### config.mk
export PLATFORM = sky130hd
export DESIGN_NAME = mem_arbiter_flat
export DESIGN_NICKNAME = d
export VERILOG_FILES = /design/src/rtl/mem_arbiter_pkg.sv /design/src/rtl/mem_arbiter_if.sv /design/src/rtl/mem_arb_resp_slot.sv /design/src/rtl/mem_arbiter.sv /design/src/flat_wrapper.sv
export SDC_FILE = /design/constraint.sdc
export NUM_CORES = 1
export LEC_CHECK = 0
export CORE_AREA = 2 2 105 107
export DETAILED_ROUTE_END_ITERATION = 8
export DIE_AREA = 0 0 107 109
export GPL_ROUTABILITY_DRIVEN = 1
export PLACE_DENSITY_LB_ADDON = 0.05
export SYNTH_ARGS = -nofsm -noshare
export SYNTH_HDL_FRONTEND = slang
export SYNTH_SLANG_ARGS = --single-unit
### constraint.sdc
create_clock -name clk -period 2.4 [get_ports clk]
set_clock_uncertainty 0.1 [all_clocks]
set_input_delay 0.24 -clock clk [delete_from_list [all_inputs] [get_ports clk]]
set_output_delay 0.24 -clock clk [all_outputs]
set_load 0.03 [all_outputs]
### src/rtl/mem_arbiter_pkg.sv
// -----------------------------------------------------------------------------
// mem_arbiter_pkg
// Shared types and defaults for the unified-memory arbiter.
//   addr_t / op_t      : memory address and data word types
//   arb_state_t        : arbiter sequencing states
//   mem_req_t          : one memory-side request (address, write flag, data)
//   STARVE_LIMIT_DEFAULT : default fetch starvation limit
// -----------------------------------------------------------------------------
package mem_arbiter_pkg;

    typedef logic [31:0] addr_t;
    typedef logic [31:0] op_t;

    localparam int unsigned STARVE_LIMIT_DEFAULT = 4;

    typedef enum logic [1:0] {
        IDLE,
        RESP_IF,
        RESP_LS
    } arb_state_t;

    typedef struct packed {
        addr_t addr;
        logic  write;
        op_t   wdata;
    } mem_req_t;

endpackage

### src/rtl/mem_arbiter_if.sv
// -----------------------------------------------------------------------------
// mem_arbiter_if
// Bundles the fetch port, the load/store port and the memory-side signals.
//   slave  : arbiter view (takes requests, drives responses and memory inputs)
//   master : environment view (requesters and memory model)
// -----------------------------------------------------------------------------
interface mem_arbiter_if;
    import mem_arbiter_pkg::*;

    // Fetch port
    logic  if_req_valid;
    logic  if_req_ready;
    addr_t if_req_addr;
    logic  if_resp_valid;
    logic  if_resp_ready;
    op_t   if_resp_data;

    // Load/store port
    logic  ls_req_valid;
    logic  ls_req_ready;
    addr_t ls_req_addr;
    logic  ls_req_write;
    op_t   ls_req_wdata;
    logic  ls_resp_valid;
    logic  ls_resp_ready;
    op_t   ls_resp_data;

    // Memory side
    addr_t mem_addr;
    logic  mem_write_en;
    op_t   mem_write_data;
    op_t   mem_read_data;

    modport slave (
        input  if_req_valid, if_req_addr, if_resp_ready,
        input  ls_req_valid, ls_req_addr, ls_req_write, ls_req_wdata, ls_resp_ready,
        input  mem_read_data,
        output if_req_ready, if_resp_valid, if_resp_data,
        output ls_req_ready, ls_resp_valid, ls_resp_data,
        output mem_addr, mem_write_en, mem_write_data
    );

    modport master (
        output if_req_valid, if_req_addr, if_resp_ready,
        output ls_req_valid, ls_req_addr, ls_req_write, ls_req_wdata, ls_resp_ready,
        output mem_read_data,
        input  if_req_ready, if_resp_valid, if_resp_data,
        input  ls_req_ready, ls_resp_valid, ls_resp_data,
        input  mem_addr, mem_write_en, mem_write_data
    );

endinterface

### src/rtl/mem_arb_resp_slot.sv
// -----------------------------------------------------------------------------
// mem_arb_resp_slot
// One response register with valid/ready hold. Loaded on the grant edge,
// held until the consumer accepts, data kept after valid drops.
//   clk, rst    : clock, synchronous active-high reset
//   load        : grant edge for this port
//   load_data   : word captured on load
//   resp_ready  : consumer accepts the response
//   resp_valid  : response pending
//   resp_data   : captured word
// -----------------------------------------------------------------------------
module mem_arb_resp_slot
    import mem_arbiter_pkg::*;
(
    input  logic clk,
    input  logic rst,
    input  logic load,
    input  op_t  load_data,
    input  logic resp_ready,
    output logic resp_valid,
    output op_t  resp_data
);

    // NOTE: registers are updated with non-blocking assignments so every
    // flop samples pre-edge values regardless of block evaluation order.
    always_ff @(posedge clk) begin
        if (rst) begin
            resp_valid <= 1'b0;
            resp_data  <= '0;
        end else if (load) begin
            resp_valid <= 1'b1;
            resp_data  <= load_data;
        end else if (resp_valid && resp_ready) begin
            resp_valid <= 1'b0;
        end
    end

endmodule

### src/rtl/mem_arbiter.sv
// -----------------------------------------------------------------------------
// mem_arbiter
// Shares the single-port unified memory between instruction fetch (read only)
// and load/store (read/write). One transaction in flight; load/store has
// priority. With MEM_ARB_STARVE_GUARD_EN defined, fetch is forced to win after
// StarveLimit consecutive lost arbitrations.
//   clk, rst : clock, synchronous active-high reset
//   bus      : mem_arbiter_if.slave (fetch port, load/store port, memory side)
// -----------------------------------------------------------------------------
module mem_arbiter
    import mem_arbiter_pkg::*;
#(
    parameter int unsigned StarveLimit = STARVE_LIMIT_DEFAULT
) (
    input  logic           clk,
    input  logic           rst,
    mem_arbiter_if.slave   bus
);

    arb_state_t state;
    logic       grant_if;
    logic       grant_ls;
    logic       force_if;
    mem_req_t   mem_req;
    op_t        ls_capture;
    logic       if_resp_valid_q;
    logic       ls_resp_valid_q;
    op_t        if_resp_data_q;
    op_t        ls_resp_data_q;

`ifdef MEM_ARB_STARVE_GUARD_EN
    localparam int unsigned CntW = $clog2(StarveLimit + 1);
    logic [CntW-1:0] if_wait_cnt;

    assign force_if = (if_wait_cnt == CntW'(StarveLimit));

    // Counts arbitrations fetch lost while it was asking; saturates at the limit.
    always_ff @(posedge clk) begin
        if (rst) begin
            if_wait_cnt <= '0;
        end else if (grant_if) begin
            if_wait_cnt <= '0;
        end else if (grant_ls && bus.if_req_valid && !force_if) begin
            if_wait_cnt <= if_wait_cnt + 1'b1;
        end
    end
`else
    logic unused_starve_limit;
    assign unused_starve_limit = ^StarveLimit;
    assign force_if = 1'b0;
`endif

    // Grants are gated by rst so nothing (including the write strobe) leaks
    // out while reset is held.
    // NOTE: every combinational output gets a default first so no path can
    // leave it unassigned and infer a latch.
    always_comb begin
        grant_if = 1'b0;
        grant_ls = 1'b0;
        if (!rst && state == IDLE) begin
            if (bus.ls_req_valid && !(force_if && bus.if_req_valid)) begin
                grant_ls = 1'b1;
            end else if (bus.if_req_valid) begin
                grant_if = 1'b1;
            end
        end
    end

    always_comb begin
        mem_req = '0;
        if (grant_ls) begin
            mem_req.addr  = bus.ls_req_addr;
            mem_req.write = bus.ls_req_write;
            mem_req.wdata = bus.ls_req_write ? bus.ls_req_wdata : '0;
        end else if (grant_if) begin
            mem_req.addr  = bus.if_req_addr;
        end
    end

    assign bus.mem_addr       = mem_req.addr;
    assign bus.mem_write_en   = mem_req.write;
    assign bus.mem_write_data = mem_req.wdata;
    assign bus.if_req_ready   = grant_if;
    assign bus.ls_req_ready   = grant_ls;

    // A store echoes its own data as the acknowledge payload.
    assign ls_capture = bus.ls_req_write ? bus.ls_req_wdata : bus.mem_read_data;

    always_ff @(posedge clk) begin
        if (rst) begin
            state <= IDLE;
        end else begin
            case (state)
                IDLE: begin
                    if (grant_ls) begin
                        state <= RESP_LS;
                    end else if (grant_if) begin
                        state <= RESP_IF;
                    end
                end
                RESP_IF: if (bus.if_resp_ready) state <= IDLE;
                RESP_LS: if (bus.ls_resp_ready) state <= IDLE;
                default: state <= IDLE;
            endcase
        end
    end

    mem_arb_resp_slot u_if_slot (
        .clk        (clk),
        .rst        (rst),
        .load       (grant_if),
        .load_data  (bus.mem_read_data),
        .resp_ready (bus.if_resp_ready),
        .resp_valid (if_resp_valid_q),
        .resp_data  (if_resp_data_q)
    );

    mem_arb_resp_slot u_ls_slot (
        .clk        (clk),
        .rst        (rst),
        .load       (grant_ls),
        .load_data  (ls_capture),
        .resp_ready (bus.ls_resp_ready),
        .resp_valid (ls_resp_valid_q),
        .resp_data  (ls_resp_data_q)
    );

    assign bus.if_resp_valid = if_resp_valid_q;
    assign bus.if_resp_data  = if_resp_data_q;
    assign bus.ls_resp_valid = ls_resp_valid_q;
    assign bus.ls_resp_data  = ls_resp_data_q;

endmodule

### src/flat_wrapper.sv
// flat-port wrapper written by rule: the top's interface ports become plain ports
module mem_arbiter_flat import mem_arbiter_pkg::*;
#(
    parameter int unsigned StarveLimit = STARVE_LIMIT_DEFAULT
)
  (clk, rst, bus_if_req_valid, bus_if_req_addr, bus_if_resp_ready, bus_ls_req_valid, bus_ls_req_addr, bus_ls_req_write, bus_ls_req_wdata, bus_ls_resp_ready, bus_mem_read_data, bus_if_req_ready, bus_if_resp_valid, bus_if_resp_data, bus_ls_req_ready, bus_ls_resp_valid, bus_ls_resp_data, bus_mem_addr, bus_mem_write_en, bus_mem_write_data);
  mem_arbiter_if bus_i ();
  input  logic clk;
  input  logic rst;
  input wire logic [$bits(bus_i.if_req_valid)-1:0] bus_if_req_valid;
  input wire logic [$bits(bus_i.if_req_addr)-1:0] bus_if_req_addr;
  input wire logic [$bits(bus_i.if_resp_ready)-1:0] bus_if_resp_ready;
  input wire logic [$bits(bus_i.ls_req_valid)-1:0] bus_ls_req_valid;
  input wire logic [$bits(bus_i.ls_req_addr)-1:0] bus_ls_req_addr;
  input wire logic [$bits(bus_i.ls_req_write)-1:0] bus_ls_req_write;
  input wire logic [$bits(bus_i.ls_req_wdata)-1:0] bus_ls_req_wdata;
  input wire logic [$bits(bus_i.ls_resp_ready)-1:0] bus_ls_resp_ready;
  input wire logic [$bits(bus_i.mem_read_data)-1:0] bus_mem_read_data;
  output wire logic [$bits(bus_i.if_req_ready)-1:0] bus_if_req_ready;
  output wire logic [$bits(bus_i.if_resp_valid)-1:0] bus_if_resp_valid;
  output wire logic [$bits(bus_i.if_resp_data)-1:0] bus_if_resp_data;
  output wire logic [$bits(bus_i.ls_req_ready)-1:0] bus_ls_req_ready;
  output wire logic [$bits(bus_i.ls_resp_valid)-1:0] bus_ls_resp_valid;
  output wire logic [$bits(bus_i.ls_resp_data)-1:0] bus_ls_resp_data;
  output wire logic [$bits(bus_i.mem_addr)-1:0] bus_mem_addr;
  output wire logic [$bits(bus_i.mem_write_en)-1:0] bus_mem_write_en;
  output wire logic [$bits(bus_i.mem_write_data)-1:0] bus_mem_write_data;
  assign bus_i.if_req_valid = bus_if_req_valid;
  assign bus_i.if_req_addr = bus_if_req_addr;
  assign bus_i.if_resp_ready = bus_if_resp_ready;
  assign bus_i.ls_req_valid = bus_ls_req_valid;
  assign bus_i.ls_req_addr = bus_ls_req_addr;
  assign bus_i.ls_req_write = bus_ls_req_write;
  assign bus_i.ls_req_wdata = bus_ls_req_wdata;
  assign bus_i.ls_resp_ready = bus_ls_resp_ready;
  assign bus_i.mem_read_data = bus_mem_read_data;
  assign bus_if_req_ready = bus_i.if_req_ready;
  assign bus_if_resp_valid = bus_i.if_resp_valid;
  assign bus_if_resp_data = bus_i.if_resp_data;
  assign bus_ls_req_ready = bus_i.ls_req_ready;
  assign bus_ls_resp_valid = bus_i.ls_resp_valid;
  assign bus_ls_resp_data = bus_i.ls_resp_data;
  assign bus_mem_addr = bus_i.mem_addr;
  assign bus_mem_write_en = bus_i.mem_write_en;
  assign bus_mem_write_data = bus_i.mem_write_data;
  mem_arbiter #(.StarveLimit(StarveLimit)) u_core (.clk(clk), .rst(rst), .bus(bus_i));
endmodule
Word-level counts from Yosys, hierarchy flattened. Index checks and enable logic that the tools add are counted.

Bits of input ports: 135. Bits in registers: 68. Logic and storage cells: 37. Output and inout bits: 133.

Reductions and logical operators: 8. Equality and inequality tests: 5. Mux-type cells: 19.

Operator list (number): $mux 32 (4); $mux 33 (1); $mux 1 (9); $mux 2 (4); $pmux 2 s3 (1); $ne 2x2->1 const B (2); $reduce_bool 2->1 (2); $logic_and 1x1->1 (3); $ne 3x3->1 const B (1); $reduce_and 3->1 (1); $eq 2x1->1 const B (1); $eq 2x2->1 const B (1); $logic_not 2->1 (1); $logic_not 1->1 (1).

Logic depth before layout (Yosys ltp).
Word-level depth: 6. Mapped depth: 7. Gate-level depth less buffers: 3.

Cells and area by module. A second synthesis with hierarchy kept.

Cell total of the unflattened synthesis: 479. Area, all modules: 3688.5 um^2.

Modules (own cells, without submodules): mem_arb_resp_slot (area an instance 1204.9 um^2, cells an instance 108, instances 2, sequential area each 660.6 um^2); mem_arbiter (area an instance 1278.7 um^2, cells an instance 263, instances 1, sequential area each 40.0 um^2).

Worst setup path before layout. OpenSTA, ideal clock, no wires.

Path kind: register to output. Start: reg u_core.state[1]. End: out bus_mem_addr[24]. Path slack: 0.634 ns. Path buffers: 2. Stages on the path, launching flop included: 6. Arrival: 1.426 ns. Required time: 2.060 ns. Path through: dfxtp_1 -> nor3_2 -> and3b_1 -> buf_2 -> buf_2 -> a22o_1.

Cells in the longest elaborated chain, start to end: 5. Elaborated cells between the ends (all ways): 6. Those cells by class: 4 x mux; 2 x reduce/logical.

Ends and longest elaborated chain: start, declared (RTL line mem_arbiter.sv:20) `arb_state_t state;`; start signal, assigned (RTL line mem_arbiter.sv:91) `state <= IDLE;`; start signal, assigned (RTL line mem_arbiter.sv:96) `state <= RESP_LS;`; start signal, assigned (RTL line mem_arbiter.sv:98) `state <= RESP_IF;`; $logic_not 2->1 (RTL line mem_arbiter.sv:60) `if (!rst && state == IDLE) begin`; $logic_and 1x1->1 (RTL line mem_arbiter.sv:60); $mux 1 (RTL line mem_arbiter.sv:60); named net bus_if_req_ready (RTL line flat_wrapper.sv:19) `output wire logic [$bits(bus_i.if_req_ready)-1:0] bus_if_req_ready;`; $mux 32 (RTL line mem_arbiter.sv:75) `end else if (grant_if) begin`; $mux 32 (RTL line mem_arbiter.sv:71) `if (grant_ls) begin`; end, declared (RTL line flat_wrapper.sv:25) `output wire logic [$bits(bus_i.mem_addr)-1:0] bus_mem_addr;`.

The timed path passes the listed nets, and every way through them passes these cells.

Worst setup path in the final report.
Start: reg u_core.state[1]. End: out bus_mem_addr[2].

Cells in the longest elaborated chain, start to end: 5. Elaborated cells between the ends (all ways): 6. Those cells by class: 4 x mux; 2 x reduce/logical.

Ends and longest elaborated chain (RTL line): $logic_not 2->1 * (mem_arbiter.sv:60); $logic_and 1x1->1 * (mem_arbiter.sv:60); $mux 1 (mem_arbiter.sv:60); $mux 32 (mem_arbiter.sv:75); $mux 32 * (mem_arbiter.sv:71).

Mark *: on every way between the ends. The rest lies on a longest branch, timed or not.

==> results by group <==
Clocking
  – Root Driver: clkbuf_8
  – Post-CTS Hold Buffers: 0
  – Clock sinks: 68
  – Insertion delay to the later sink of the worst-skew pair: 0.33 ns
  – Post-CTS sizing: 0
  – Reg clk slew, reported paths: 0.07 ns
  – Maximum clock path buffer count: 2
  – Total CTS buffers: 9
  – Post-CTS Setup Bufs: 0
  – CTS tree: done
  – H-tree depth: 3

Placement
  – Post-DP HPWL: 9.74 mm
  – Port-buffer cells: 267
  – RePlAce Congestion: 0.828
  – Area after DPL: 0.00583 mm²

Critical path
  – CP Launch Type: flip-flop
  – Data arrival time of the critical path: 1.80 ns
  – Required time of the critical path: 2.06 ns
  – Crit end category: output pin
  – Flop2flop setup slack: 0.77 ns
  – Kind of critical path: reg2out
  – CP max FO: 34

Power and ir drop
  – Net Sw Power: 1.06 mW
  – Leakage: 2.52 nW
  – Max VDD drop: 0.279 mV
  – Cell internal pwr: 2.34 mW
  – Comb pwr share: 0.322
  – Seq pwr share: 0.370
  – Clock power frac: 0.307
  – Pwr/cell area: 562 mW/mm²
  – Switch share: 0.311

Global route
  – Largest net degree at the start of global routing: 65
  – Initial antenna violation count: 0
  – GRT Residual Overflow: 0
  – Gr usage total: 0.215
  – Vias in the first global route: 3,327
  – First-pass GRT wire length: 18.9 mm

Floorplan
  – Core area: 0.0106 mm²
  – I/O pin cnt: 268
  – Initial Util: 0.291
  – Die H: 109 µm
  – Die ar.: 0.0117 mm²
  – Die width: 107 µm
  – Site row count: 38

Detailed routing
  – DRC violations left: 0
  – Vias/cell: 4.88
  – DR pass1 iterations: 4
  – WL final: 13.1 mm
  – Wirelength per Cell: 18.5 µm
  – 1st-iter DRT viols: 153
  – Antenna Violating Nets Remaining: 0
  – Total number of vias: 3,440

Layout
  – Area taken by flip-flops and latches: 0.00136 mm²
  – Layout cells sized above 1: 0.172
  – Final Cell Area: 0.00604 mm²
  – Fin nets: 696
  – Ant diodes: 0
  – Area grow syn2layout: 95.9%
  – FILL cells: 965
  – Footprint of the multi-input gates: 0.00155 mm²

Synthesis
  – Mapped cell area: 0.00308 mm²
  – Post-synth top cells: dfxtp_1 (68), a22o_1 (64), nor2_1 (36)
  – #FFs+latches synth: 68
  – Most common cell in the netlist: dfxtp_1
  – Syn_area_per_cell: 10.0 µm²
  – Synth area leaders: dfxtp_1 (44%), a22o_1 (18%), mux2i_1 (10%)
  – Post-Syn Instances: 308
  – Leading area contributor after synthesis: dfxtp_1
  – Post-synthesis cell type count: 20
  – Sequential fraction of the synthesis area: 0.442
  – Syn Nets: 443
  – Post-synth EDFFs: 0
  – Synth top area share: 0.442
  – Top_reg_cell synth: dfxtp_1
  – Syn. warnings: 0
  – Post-synth ARST share: 0

Timing
  – Final Max Tran Viols: 0
  – Relative slew slack: 0.593
  – Fmax: 467 MHz
  – Setup Total Neg Slack: 0 ns
  – Final Cycle Share: 0.892
  – Clock period minus worst slack: 2.14 ns
  – Worst-Margin Slew: 0.611 ns
  – Final setup fails: 0
  – Final hold violations: 0
  – RSZ-0062 raised after global routing: false

Status
  – Outcome: finished clean

Hold path
  – Hold crit path type: reg2reg

Flow run
  – Max_cap viols: 0
power by group through the flow:
stage	Clock [mW]	Combinational [mW]	Sequential (mW)
2_1_floorplan	0	0.364	1.44
3_3_place_gp	0	1.09	1.28
3_5_place_dp	0	1.10	1.28
4_1_cts	1.08	1.10	1.26
5_1_grt	1.13	1.16	1.27
6_report	1.04	1.09	1.26
layout make-up:
type / count / area share
repair buffers: 275 / 0.454
clock inverters: 6 / 0.0147
flip-flops and latches: 68 / 0.225
multi-input cells: 206 / 0.256
well taps: 140 / 0.0290
inverters: 1 / 0.000621
clock buffers: 9 / 0.0205
cells by family (layout without fill, tap and decap cells):
logic type / after synthesis / after routing / synth area share
compound gates: 100 / 100 / 0.270
buf+inv: 34 / 291 / 0.0601
flops: 68 / 68 / 0.442
mux: 32 / 32 / 0.104
simple gates: 74 / 74 / 0.124
registers in the layout, summed over array words and instances (netlist names):
| name | flops |
|---|---|
| u_core.state | 2 |
| u_core.u_if_slot.resp_data | 32 |
| u_core.u_if_slot.resp_valid | 1 |
| u_core.u_ls_slot.resp_data | 32 |
| u_core.u_ls_slot.resp_valid | 1 |
layer usage:
layer / wire [µm] / track usage
met1: 4750 / 0.230
met2: 6630 / 0.379
met3: 1280 / 0.0855
met4: 404 / 0.0863
met5: 0 / 0
final timing paths:
kind,from,end,cells past startpoint
setup / recovery,u_core.state[1],bus_mem_addr[2],5
hold / removal,u_core.u_if_slot.resp_valid,u_core.u_if_slot.resp_valid,1
hold reg to reg,u_core.u_if_slot.resp_valid,u_core.u_if_slot.resp_valid,1
setup reg to reg,u_core.state[1],u_core.u_if_slot.resp_data[29],4
cell usage in the layout (no fill, tap or decap):
| cell type | netlist | layout |
|---|---|---|
| nor3b_2 | 0 | 1 |
| nor2_2 | 0 | 1 |
| a21o_1 | 2 | 2 |
| clkinvlp_4 | 0 | 2 |
| buf_12 | 0 | 15 |
| inv_1 | 1 | 1 |
| a31o_2 | 1 | 1 |
| clkinv_2 | 0 | 1 |
| clkbuf_8 | 0 | 9 |
| a2111oi_0 | 1 | 1 |
| buf_4 | 1 | 60 |
| clkdlybuf4s50_1 | 0 | 198 |
| mux2i_1 | 32 | 32 |
| inv_6 | 0 | 1 |
| and2_1 | 33 | 33 |
| nor4b_1 | 1 | 1 |
| a22o_1 | 64 | 64 |
| dfxtp_1 | 68 | 68 |
| a211oi_1 | 32 | 32 |
| bufinv_16 | 0 | 2 |
| nor3_2 | 1 | 1 |
| buf_2 | 19 | 2 |
| and3_1 | 1 | 1 |
| and3b_2 | 0 | 1 |
| nor2_1 | 36 | 35 |
critical path, stage by stage (launching register included):
cell and delay, ns:
dfxtp_1 0.37, nor3_2 0.23, and2_1 0.15, buf_4 0.33, a22o_1 0.25, buf_12 0.13
metrics by stage:
stage	setup WS (ns)	hold WS, ns	instances	power [mW]	utilization
6_report	0.258	0.353	705	3.39	0.570
5_1_grt	0.149	0.379	705	3.55	0.570
4_1_cts	0.229	0.357	705	3.44	0.570
3_5_place_dp	0.410	0.341	690	2.38	0.550
3_3_place_gp	0.463	0.335	690	2.37	0.550
2_1_floorplan	0.634	0.257	308	1.81	-
Power figures use the tool's default switching activity.
